--- src/rtl/conv_maxpool_rx_if.sv ---
// Stream interface between the convolution output and the 2x2 max-pool receiver.
interface conv_maxpool_rx_if #(
   parameter int unsigned DW = 9
);
   logic          start;
   logic          ready;
   logic          in_valid;
   logic [DW-1:0] in_data;
   logic          in_last;
   logic          out_valid;
   logic [DW-1:0] out_data;
   logic          out_last;
   logic          done;
   logic          err;

   modport master (
      output start, in_valid, in_data, in_last,
      input  ready, out_valid, out_data, out_last, done, err
   );

   modport slave (
      input  start, in_valid, in_data, in_last,
      output ready, out_valid, out_data, out_last, done, err
   );
endinterface

--- src/rtl/conv_maxpool_rx.sv ---
// Receives raster-order convolution results, applies 2x2 stride-2 max pooling,
// and checks that the controller's finish strobe lines up with the final pixel.
module conv_maxpool_rx #(
   parameter int unsigned FW = 4,
   parameter int unsigned FH = 4,
   parameter int unsigned DW = 9
) (
   input logic              clk,
   input logic              rst,
   conv_maxpool_rx_if.slave rx
);
   localparam int unsigned CW = (FW > 1) ? $clog2(FW) : 1;
   localparam int unsigned RW = (FH > 1) ? $clog2(FH) : 1;
   localparam int unsigned LN = FW / 2;
   localparam int unsigned LW = (LN > 1) ? $clog2(LN) : 1;

   typedef enum logic {IDLE, RECV} state_e;

   state_e        state_q;
   logic [CW-1:0] col_q;
   logic [RW-1:0] row_q;
   logic [DW-1:0] pr_q;
   logic [DW-1:0] lb_q [LN];
   logic          out_valid_q;
   logic [DW-1:0] out_data_q;
   logic          out_last_q;
   logic          done_q;
   logic          err_q;

   logic          accept;
   logic          col_last;
   logic          is_final;
   logic [LW-1:0] lb_idx;
   logic [DW-1:0] hm_d;
   logic [DW-1:0] pool_d;

   // Horizontal max of the current pair, then vertical max against the line buffer.
   always_comb begin
      accept   = rx.in_valid && (state_q == RECV);
      col_last = (col_q == CW'(FW - 1));
      is_final = col_last && (row_q == RW'(FH - 1));
      lb_idx   = LW'(col_q >> 1);
      hm_d     = (pr_q > rx.in_data) ? pr_q : rx.in_data;
      pool_d   = (hm_d > lb_q[lb_idx]) ? hm_d : lb_q[lb_idx];
   end

   always_ff @(posedge clk) begin
      if (rst) begin
         state_q     <= IDLE;
         col_q       <= '0;
         row_q       <= '0;
         out_valid_q <= 1'b0;
         out_data_q  <= '0;
         out_last_q  <= 1'b0;
         done_q      <= 1'b0;
         err_q       <= 1'b0;
      end else begin
         out_valid_q <= 1'b0;
         out_last_q  <= 1'b0;
         case (state_q)
            IDLE: begin
               if (rx.start) begin
                  state_q <= RECV;
                  col_q   <= '0;
                  row_q   <= '0;
                  done_q  <= 1'b0;
                  err_q   <= 1'b0;
               end
            end
            RECV: begin
               if (accept) begin
                  if (!col_q[0]) begin
                     pr_q <= rx.in_data;
                  end else if (!row_q[0]) begin
                     lb_q[lb_idx] <= hm_d;
                  end else begin
                     out_data_q  <= pool_d;
                     out_valid_q <= 1'b1;
                     out_last_q  <= is_final;
                     if (is_final) done_q <= 1'b1;
                  end

                  if (col_last) begin
                     col_q <= '0;
                     row_q <= row_q + RW'(1);
                  end else begin
                     col_q <= col_q + CW'(1);
                  end

                  // A missing finish on the final pixel still completes the frame;
                  // an early finish aborts it.
                  if (is_final) begin
                     state_q <= IDLE;
                     if (!rx.in_last) err_q <= 1'b1;
                  end else if (rx.in_last) begin
                     state_q <= IDLE;
                     err_q   <= 1'b1;
                  end
               end
            end
            default: state_q <= IDLE;
         endcase
      end
   end

   assign rx.ready     = (state_q == RECV);
   assign rx.out_valid = out_valid_q;
   assign rx.out_data  = out_data_q;
   assign rx.out_last  = out_last_q;
   assign rx.done      = done_q;
   assign rx.err       = err_q;
endmodule

--- src/flat_wrapper.sv ---
// flat-port wrapper written by rule: the top's interface ports become plain ports
module conv_maxpool_rx_flat 
#(
   parameter int unsigned FW = 4,
   parameter int unsigned FH = 4,
   parameter int unsigned DW = 9
)
  (clk, rst, rx_start, rx_in_valid, rx_in_data, rx_in_last, rx_ready, rx_out_valid, rx_out_data, rx_out_last, rx_done, rx_err);
  conv_maxpool_rx_if #(.DW(DW)) rx_i ();
  input logic clk;
  input logic rst;
  input wire logic [$bits(rx_i.start)-1:0] rx_start;
  input wire logic [$bits(rx_i.in_valid)-1:0] rx_in_valid;
  input wire logic [$bits(rx_i.in_data)-1:0] rx_in_data;
  input wire logic [$bits(rx_i.in_last)-1:0] rx_in_last;
  output wire logic [$bits(rx_i.ready)-1:0] rx_ready;
  output wire logic [$bits(rx_i.out_valid)-1:0] rx_out_valid;
  output wire logic [$bits(rx_i.out_data)-1:0] rx_out_data;
  output wire logic [$bits(rx_i.out_last)-1:0] rx_out_last;
  output wire logic [$bits(rx_i.done)-1:0] rx_done;
  output wire logic [$bits(rx_i.err)-1:0] rx_err;
  assign rx_i.start = rx_start;
  assign rx_i.in_valid = rx_in_valid;
  assign rx_i.in_data = rx_in_data;
  assign rx_i.in_last = rx_in_last;
  assign rx_ready = rx_i.ready;
  assign rx_out_valid = rx_i.out_valid;
  assign rx_out_data = rx_i.out_data;
  assign rx_out_last = rx_i.out_last;
  assign rx_done = rx_i.done;
  assign rx_err = rx_i.err;
  conv_maxpool_rx #(.FW(FW), .FH(FH), .DW(DW)) u_core (.clk(clk), .rst(rst), .rx(rx_i));
endmodule
--- config.mk ---
export PLATFORM = sky130hd
export DESIGN_NAME = conv_maxpool_rx_flat
export DESIGN_NICKNAME = d
export VERILOG_FILES = /design/src/rtl/conv_maxpool_rx_if.sv /design/src/rtl/conv_maxpool_rx.sv /design/src/flat_wrapper.sv
export SDC_FILE = /design/constraint.sdc
export NUM_CORES = 1
export LEC_CHECK = 0
export CORE_UTILIZATION = 49
export CTS_BUF_LIST = sky130_fd_sc_hd__clkbuf_16
export DETAILED_ROUTE_END_ITERATION = 8
export PLACE_DENSITY = 0.76
export SETUP_SLACK_MARGIN = 0.2
export SLEW_MARGIN = 20
export SYNTH_ARGS = -nofsm -noshare
export SYNTH_HDL_FRONTEND = slang
export SYNTH_SLANG_ARGS = --single-unit
--- constraint.sdc ---
create_clock -name clk -period 3.3 [get_ports clk]
set_input_delay 0.33 -clock clk [delete_from_list [all_inputs] [get_ports clk]]
set_output_delay 0.33 -clock clk [all_outputs]
set_load 0.005 [all_outputs]
==> impl_metrics.csv, run 1 <==
group,metric,value,unit
run_status,status,"finished, violations left",
run_status,violations,"negative setup slack",
clocking,clock_sinks,46,
layout,design_area,3600,um2
yosys,synthCells,196,
routing,viasPerCell,5.81,
setup_path,slowest_delay,460,ps
floorplan,initial_utilization,0.516,
global_routing,grt_use_total,0.264,
pwr,p_per_area,429,nW/um2
global_routing,grt_max_degree,15,
pwr,p_leak,1.43,nW
hold_path,hold_class,"in2reg",
routing,drcViolationCount,0,
yosys,synth_top_area_frac,0.359,
setup_path,critPathArrivalTime,3580,ps
sta,setup_violations,8,
placed_design,place_ws,-563,ps
yosys,synth_xor_area_frac,0.00387,
sta,rsz0062_at_grt,"yes",
floorplan,fp.dieH,69.9,um
routing,drtIter0Drc,158,
layout,nNetsFinal,321,
yosys,avgSynthCellArea,11.5,um2
clocking,cts_tree,"yes",
floorplan,die_x,69.9,um
layout,antenna_cells,0,
clocking,ctsHtreeMaxLevel,2,
yosys,synth_seq_cells,46,
yosys,synth_area,2260,um2
yosys,ys_seq_area_frac,0.527,
sta,hold_slack,425,ps
setup_path,crit_buf_inv,2,
layout,area_delta_synth_final,59.2,%
sta,slew_viol_final,0,
setup_path,crit_fanout,8,
placed_design,routabilityCongestion,0.811,
routing,vias,1974,
sta,fin_skew,3.79,ps
yosys,yosysUniqueCellTypes,37,
yosys,yosysTopAreaCell,"edfxtp_1",
global_routing,grt.overflow.total,0,
global_routing,antenna_found_initial,0,
floorplan,dieArea,4890,um2
setup_path,cp_top_family,"compound AO/OA/AOI/OAI gates",
placed_design,dpl_cell_area,2780,um2
setup_path,cp-start-kind,"register",
sta,timing.final.hold_violations,0,
sta,worst_pin_slew,802,ps
routing,dr.pass1.iters,5,
pwr,power,1.54,mW
yosys,synthSimpleGateAreaFrac,0.0980,
placed_design,dp_hpwl,3.45,mm
yosys,synth_top_family_by_area,"compound AO/OA/AOI/OAI gates",
sta,fmax,296,MHz
setup_path,path_cells,"ha_4 -> nand3_1 -> or3_4 -> o211ai_4 -> buf_4 -> mux2i_4 -> inv_2 -> ha_4 -> a22oi_2 -> o211ai_1 -> o211ai_1 -> nand2_4 -> o221ai_2",
yosys,synth_warnings,0,
floorplan,coreArea,4380,um2
layout,drive_gt1_frac,0.431,
sta,worst_slack,-76.0,ps
floorplan,rows,24,
routing,finalWirelength,6.72,mm
sta,period_share,1.02,
floorplan,pin_count,28,
clocking,cts_hold_buf,0,
clocking,clkTransAtPathRegs,60,ps
yosys,synth_compound_area_frac,0.122,
global_routing,first_global_vias,2029,
clocking,clock_insertion_delay_worst_skew,290,ps
yosys,synth.area.top_cells,"edfxtp_1 36%, dfxtp_1 17%, ha_1 11%",
routing,drtAntennaViolNets,0,
yosys,yosys.area_share.adder,0.111,
clocking,cts_buffers,5,
global_routing,grt_pass1_wl,9.92,mm
setup_path,cp-end-kind,"register",
setup_path,critical_path_class,"reg2reg",
pwr,max-vdd-ir-drop,0.336,mV
sta,period_needed,3380,ps
setup_path,cp_slowest_cell,"edfxtp_1",
yosys,synthMuxAreaShare,0.0869,
placed_design,numPortBuffers,27,
routing,wire_per_inst,19.8,um
yosys,syn_nets,230,
clocking,cts_buffer_depth,2,
sta,relSlewSlack,0.458,
clocking,clockRootBuffer,"clkbuf_16",
setup_path,critical_path_required,3500,ps
flow_run,cap_viol_max_count,0,
-- layout make-up --
| class | instances | area (um2) |
|---|---|---|
| multi-input cells | 123 | 1290 |
| repair buffers | 89 | 786 |
| clock inverters | 3 | 63.8 |
| fillers | 207 | 785 |
| clock buffers | 5 | 125 |
| inverters | 22 | 82.6 |
| well taps | 52 | 65.1 |
| flip-flops and latches | 46 | 1190 |
-- placed cells by master, fill, tap and decap left out, types with 3 or more instances in the layout --
cell type,Yosys,layout
edfxtp_1,27,27
mux2i_4,0,7
ha_4,0,11
clkbuf_16,0,5
nand2_1,17,16
nand3_1,4,3
nor3_1,5,4
inv_1,22,10
a21oi_1,9,8
inv_2,0,13
o211ai_1,4,4
buf_4,0,47
nand4_1,3,3
clkdlybuf4s50_1,0,19
dfxtp_1,19,19
nor2_1,9,9
buf_6,0,15
mux2i_1,16,8
ha_1,20,9
dlygate4sd2_1,0,7
o221ai_2,0,7
-- metal layers --
| layer | vias up | global-route usage | share of wire |
|---|---|---|---|
| li1 | 912 | - | - |
| met1 | 981 | 0.329 | 0.41 |
| met2 | 67 | 0.454 | 0.52 |
| met3 | 14 | 0.0418 | 0.039 |
| met4 | 0 | 0.111 | 0.030 |
| met5 | - | 0 | 0 |
-- flip-flops by register name, indices dropped and copies added (netlist names), named ones only --
register             cells
u_core.row_q             2
u_core.rx.out_last       1
u_core.lb_q             18
u_core.rx.done           1
u_core.rx.out_valid      1
u_core.rx.out_data       9
u_core.rx.err            1
u_core.col_q             2
u_core.rx.ready          1
u_core.pr_q              9
-- report_power, final --
group,internal [mW],switching (mW),leakage [nW]
Combinational,0.157,0.122,0.934
Sequential,0.616,0.00795,0.397
Clock,0.432,0.209,0.0941
-- repair_timing --
item	in CTS	in global routing
buffers inserted	24	8
gates resized for setup	61	24
endpoints found under the setup margin	9	13
pin swaps	30	13
gates cloned	1	0
-- per-stage QoR --
stage | setup TNS, ps | cells | util
floorplan | 0 | 196 | -
global placement | -3530 | 299 | 0.634
detailed placement | -4640 | 299 | 0.634
CTS | 0 | 332 | 0.782
global route | -1300 | 340 | 0.821
finish | -387 | 340 | 0.821
-- cell families (layout without fill, tap and decap cells) --
logic type	Yosys count	in the layout
adders and majority gates	20	20
xor gates and xnor gates	1	1
and+or+nand+nor	46	46
buffers and inverters	27	119
DFF	46	46
AOI/OAI and AO/OA	37	37
muxes	19	19
-- synth_stat cells --
cell / instances
a21boi_0: 1
and3b_1: 1
edfxtp_1: 27
a22oi_1: 1
a21oi_1: 9
nand4b_1: 1
dfxtp_1: 19
a41oi_1: 1
mux2_2: 2
o211ai_2: 3
mux2i_2: 1
a21o_1: 2
nor2_1: 9
a32oi_1: 1
nor3b_1: 2
a31oi_1: 1
xor2_1: 1
o221ai_1: 8
and3_1: 1
or3_1: 1
o21bai_1: 1
nand2_1: 17
nand4_1: 3
nand3_1: 4
inv_1: 22
ha_1: 20
buf_2: 3
o21ai_0: 2
mux2i_1: 16
buf_8: 1
o21a_1: 2
nor3_1: 5
and4_1: 1
nor2b_1: 1
a211oi_1: 1
o211ai_1: 4
clkbuf_1: 1
-- final timing paths --
path,from,end,slack (ps),cells past startpoint
setup / recovery,u_core.pr_q[1],u_core.rx.out_data[5],-80,13
hold reg to reg,u_core.rx.done,u_core.rx.done,460,1
setup reg to reg,u_core.pr_q[1],u_core.rx.out_data[5],-80,13
hold / removal,rx_in_data[4],u_core.pr_q[4],430,2
Power figures use the tool's default switching activity.
==> run 2, diff against run 1 <==
Settings changed: CORE_UTILIZATION 49 to 59, PLACE_DENSITY 0.76 to 0.85, SKIP_CTS_REPAIR_TIMING from default to 1.
Clock period 3.3 ns to 4 ns, I/O delays scaled along.
==> run 2 against run 1 <==
The run now ends clean. Die area fell by 16%. Count of clock-buffer cells in the layout did not move. Non-clock buffer count fell by 53. Flip-flop and latch count did not move. Routed wire length fell by 14%. Cell count fell by 17%. Combinational power fell by 50%. Register-to-register slack improved by 280 ps. Core utilization fell by 1.5 points. Critical endpoint is now u_core.rx.out_data[4]. Via count fell by 8.6%. Total power fell by 32%. Sequential share of layout area rose by 7.3 points.
==> impl_metrics.csv, run 2 (synthesis results as in run 1) <==
group,metric,value,unit
placed_design,dp_hpwl,3.42,mm
setup_path,critPathArrivalTime,4110,ps
sta,worst_pin_slew,841,ps
pwr,clkPwrFrac,0.377,
floorplan,die_x,63.9,um
clocking,cts_tree,"yes",
pwr,max-vdd-ir-drop,0.282,mV
layout,final-seq-area,1190,um2
setup_path,cp-end-kind,"register",
layout,n_fill_cell,189,
global_routing,grt_use_total,0.245,
pwr,net-switching-power,251,uW
layout,antenna_cells,0,
global_routing,grt_max_degree,14,
pwr,internal_power,799,uW
clocking,cts_buffers,5,
clocking,clockRootBuffer,"clkbuf_16",
global_routing,first_global_vias,1672,
sta,period_needed,3930,ps
placed_design,numPortBuffers,27,
setup_path,slowest_delay,540,ps
routing,drtAntennaViolNets,0,
hold_path,hold_depth,1,
sta,timing.final.hold_violations,0,
run_status,status,"finished, final reports clean",
layout,drive_gt1_frac,0.162,
pwr,p_per_area,356,nW/um2
routing,wire_per_inst,20.4,um
layout,mostFrequentLayoutCells,"27 x edfxtp_1, 24 x inv_1, 23 x clkdlybuf4s50_1",
setup_path,cp-start-kind,"input pin",
setup_path,reg2reg_depth,14,
pwr,power,1.05,mW
floorplan,pin_count,28,
layout,nNetsFinal,268,
placed_design,routabilityCongestion,0.854,
layout,mostFrequentLayoutCell,"edfxtp_1",
pwr,combPwrFrac,0.132,
global_routing,antenna_found_initial,0,
global_routing,grt.overflow.total,0,
setup_path,path_cells,"clkdlybuf4s50_1 -> inv_1 -> ha_4 -> nand3_1 -> or3_4 -> o211ai_4 -> clkbuf_16 -> mux2i_1 -> inv_1 -> ha_1 -> and4_1 -> nor2b_1 -> o21a_1 -> o211ai_4 -> buf_6 -> o221ai_1",
floorplan,rows,22,
sta,fmax,254,MHz
sta,period_share,0.983,
clocking,clock_sinks,46,
sta,slew_viol_final,0,
routing,vias,1804,
hold_path,hold_class,"in2reg",
clocking,ctsHtreeMaxLevel,2,
layout,multi_input_area,1100,um2
pwr,power.share.switching,0.239,
flow_run,cap_viol_max_count,0,
floorplan,fp.dieH,63.9,um
pwr,p_leak,1.17,nW
routing,viasPerCell,6.37,
global_routing,grt_pass1_wl,7.44,mm
clocking,clock_insertion_delay_worst_skew,290,ps
sta,setup_violations,0,
routing,drtIter0Drc,150,
sta,setup-tns-final,0,ps
floorplan,initial_utilization,0.618,
setup_path,crit_fanout,5,
pwr,p_seq_frac,0.490,
layout,area_delta_synth_final,30.5,%
routing,drcViolationCount,0,
clocking,cts_buffer_depth,2,
sta,rsz0062_at_grt,"no",
setup_path,critical_path_class,"in2reg",
setup_path,critical_path_required,4180,ps
routing,dr.pass1.iters,5,
sta,fin_skew,6.39,ps
layout,top_register,"u_core.lb_q",
floorplan,coreArea,3660,um2
layout,largest_reg_flops,18,
setup_path,cp_slowest_cell,"clkdlybuf4s50_1",
sta,relSlewSlack,0.432,
clocking,clkTransAtPathRegs,60,ps
layout,final_cells,283,
routing,finalWirelength,5.78,mm
floorplan,dieArea,4080,um2
placed_design,place_inst,270,
## run 2: cell count changes in the layout (fill, tap and decap cells not counted), sizes merged
cell           change
buf               -54
dlygate4sd2        -7
clkdlybuf4s50      +4
dlymetal6s2s       +3
bufinv             -2
inv                +2
clkbuf             +1
## run 2: layout make-up
type	instances	area share
Clock buffer	5	0.0424
Clock inverter	3	0.00382
Inverter	22	0.0280
Multi-Input combinational cell	123	0.372
Sequential cell	46	0.404
Tap cell	48	0.0204
Timing Repair Buffer	36	0.129
## run 2: final timing paths
path                    from                    end  slack, ps
max            rx_in_data[3]  u_core.rx.out_data[4]         70
min            rx_in_data[7]         u_core.pr_q[7]        400
max reg2reg   u_core.pr_q[6]  u_core.rx.out_data[4]        200
min reg2reg  u_core.row_q[1]        u_core.row_q[1]        460
## run 2: power by group through the flow
stage,sequential [mW],combinational (mW),clock (mW)
CTS,0.513,0.105,0.390
global placement,0.523,0.0980,0
finish,0.514,0.139,0.396
detailed placement,0.523,0.104,0
global route,0.515,0.149,0.412
floorplan,0.521,0.0691,0
## run 2: per-stage QoR
| step | hold WS, ps | cell area [um2] | utilization | setup slack (ps) |
|---|---|---|---|---|
| 2_1_floorplan | 436 | 2260 | - | 863 |
| 3_3_place_gp | 438 | 2600 | 0.710 | 84.3 |
| 3_5_place_dp | 452 | 2600 | 0.710 | -129 |
| 4_1_cts | 464 | 2740 | 0.747 | 158 |
| 5_1_grt | 409 | 2950 | 0.806 | 14.6 |
| 6_report | 402 | 2950 | 0.806 | 66.5 |
## run 2: critical path: cells and delay by family
kind                       cells  cell delay, ps
muxes                          1             300
AOI/OAI and AO/OA              4             740
buffers and inverters          5            1140
and+or+nand+nor                4             930
adders and majority gates      2             600
## run 2: layer usage
metal,wire length [um],track usage,vias up
li1,-,-,804
met1,2400,0.291,891
met2,2840,0.416,82
met3,285,0.0429,27
met4,249,0.136,0
met5,0,0,-
==> run 3, diff against run 2 <==
==> constraint.sdc (replaced) <==
create_clock -name clk -period 4.6 [get_ports clk]
set_input_delay 0.46 -clock clk [delete_from_list [all_inputs] [get_ports clk]]
set_output_delay 0.46 -clock clk [all_outputs]
set_load 0.1 [all_outputs]
==> run 3 against run 2 <==
Sequential power fell by 13%. Clock skew fell by 3.0 ps. Routed wire length fell by 20%. Critical path depth fell by 2. Global-route usage barely moved. Total power fell by 16%. Largest power group unchanged. Highest routed layer unchanged.
==> impl_metrics.csv, run 3 (synthesis results as in run 1) <==
group,metric,value,unit
layout,multi_input_area,967,um2
clocking,ctsHtreeMaxLevel,2,
floorplan,dieArea,4080,um2
sta,fin_skew,3.38,ps
clocking,clock_insertion_delay_worst_skew,280,ps
routing,drcViolationCount,0,
setup_path,r2r_start,"u_core.pr_q[6]",
routing,dr.pass1.iters,4,
placed_design,dpl_cell_area,2580,um2
hold_path,hold_class,"reg2reg",
global_routing,antenna_found_initial,0,
layout,largest_reg_flops,18,
sta,setup-tns-final,0,ps
sta,worst_slack,501,ps
layout,area_delta_synth_final,20.8,%
sta,relSlewSlack,0.339,
setup_path,r2r_end,"u_core.rx.out_data[7]",
routing,viasPerCell,5.94,
routing,wire_per_inst,16.7,um
setup_path,cp-end-kind,"register",
global_routing,grt.overflow.total,0,
sta,rsz0062_at_grt,"no",
pwr,p_leak,1.10,nW
layout,top_register,"u_core.lb_q",
clocking,clockRootBuffer,"clkbuf_16",
routing,drtAntennaViolNets,0,
setup_path,reg2reg_depth,12,
clocking,cts_buffer_depth,2,
setup_path,ff2ff_setup_slack,820,ps
pwr,p_per_area,322,nW/um2
setup_path,crit_fanout,9,
sta,worst_pin_slew,988,ps
placed_design,routabilityCongestion,0.892,
placed_design,numPortBuffers,27,
flow_run,cap_viol_max_count,0,
layout,drive_gt1_frac,0.0699,
layout,mostFrequentLayoutCells,"27 x clkdlybuf4s50_1, 27 x edfxtp_1, 23 x inv_1",
routing,vias,1645,
global_routing,first_global_vias,1670,
layout,n_fill_cell,232,
clocking,cts_tree,"yes",
sta,slew_viol_final,0,
sta,timing.final.hold_violations,0,
placed_design,dp_hpwl,3.49,mm
run_status,status,"finished, final reports clean",
clocking,clkTransAtPathRegs,60,ps
layout,nNetsFinal,262,
sta,setup_violations,0,
layout,antenna_cells,0,
layout,design_area,2730,um2
pwr,max-vdd-ir-drop,0.263,mV
floorplan,die_x,63.9,um
routing,drtIter0Drc,98,
global_routing,grt_max_degree,14,
clocking,clock_sinks,46,
setup_path,critical_path_required,4730,ps
floorplan,rows,22,
sta,period_share,0.891,
floorplan,initial_utilization,0.618,
setup_path,critical_path_class,"in2reg",
sta,fmax,244,MHz
placed_design,place_ws,201,ps
clocking,cts_buffers,5,
floorplan,coreArea,3660,um2
setup_path,crit_end,"u_core.rx.out_data[7]",
sta,period_needed,4100,ps
global_routing,grt_use_total,0.245,
setup_path,cp-start-kind,"input pin",
global_routing,grt_pass1_wl,7.55,mm
setup_path,critPathLaunch,"rx_in_data[6]",
setup_path,critPathArrivalTime,4230,ps
floorplan,pin_count,28,
layout,final-seq-area,1190,um2
floorplan,fp.dieH,63.9,um
routing,finalWirelength,4.63,mm
## run 3: cell types whose count changed in the layout (fill, tap and decap cells not counted), moves of 3 or more
| cell | change |
|---|---|
| mux2i_1 | +6 |
| clkdlybuf4s50_1 | +4 |
| dlymetal6s2s_1 | -4 |
| ha_1 | +4 |
| ha_4 | -4 |
| buf_4 | -3 |
| mux2i_2 | -3 |
| mux2i_4 | -3 |
## run 3: final cells by class
type	count	area share
clock inverter	3	0.00458
inverter	22	0.0302
tap	48	0.0220
multi-input combinational	123	0.354
timing repair buffer	30	0.107
clock buffer	5	0.0458
sequential	46	0.436
## run 3: worst min path at each step
stage,start,to,slack (ps),cells past startpoint
2_1_floorplan,u_core.row_q[1],u_core.row_q[1],440,2
3_3_place_gp,u_core.rx.done,u_core.rx.done,440,1
3_5_place_dp,u_core.rx.out_data[5],u_core.rx.out_data[5],450,2
4_1_cts,u_core.row_q[1],u_core.row_q[1],460,2
5_1_grt,u_core.rx.err,u_core.rx.err,500,1
6_report,u_core.row_q[1],u_core.row_q[1],460,2
## run 3: power breakdown
part | total, mW | switching (mW) | internal (mW)
sequential | 0.447 | 0.00470 | 0.442
clock | 0.335 | 0.139 | 0.196
combinational | 0.0969 | 0.0563 | 0.0406
## run 3: worst max-delay path, stage by stage
cell	delay, ps
clkdlybuf4s50_1	500
inv_1	50
ha_1	310
a211oi_1	300
o21ai_0	210
o211ai_4	400
mux2i_1	330
inv_1	120
ha_1	350
and4_1	250
nor2b_1	160
o21a_1	190
o211ai_2	370
o221ai_1	230
## run 3: layer usage
layer / GRT usage / part of all wire
met2: 0.424 / 0.51
met3: 0.0482 / 0.055
met5: 0 / 0
met4: 0.111 / 0.017
met1: 0.292 / 0.41
## run 3: metrics by stage
stage,util,std cells,hold WS [ps],power [mW]
2_1_floorplan,-,196,436,0.519
3_3_place_gp,0.705,269,437,0.543
3_5_place_dp,0.706,269,453,0.549
4_1_cts,0.744,277,461,0.879
5_1_grt,0.746,277,500,0.908
6_report,0.746,277,464,0.879
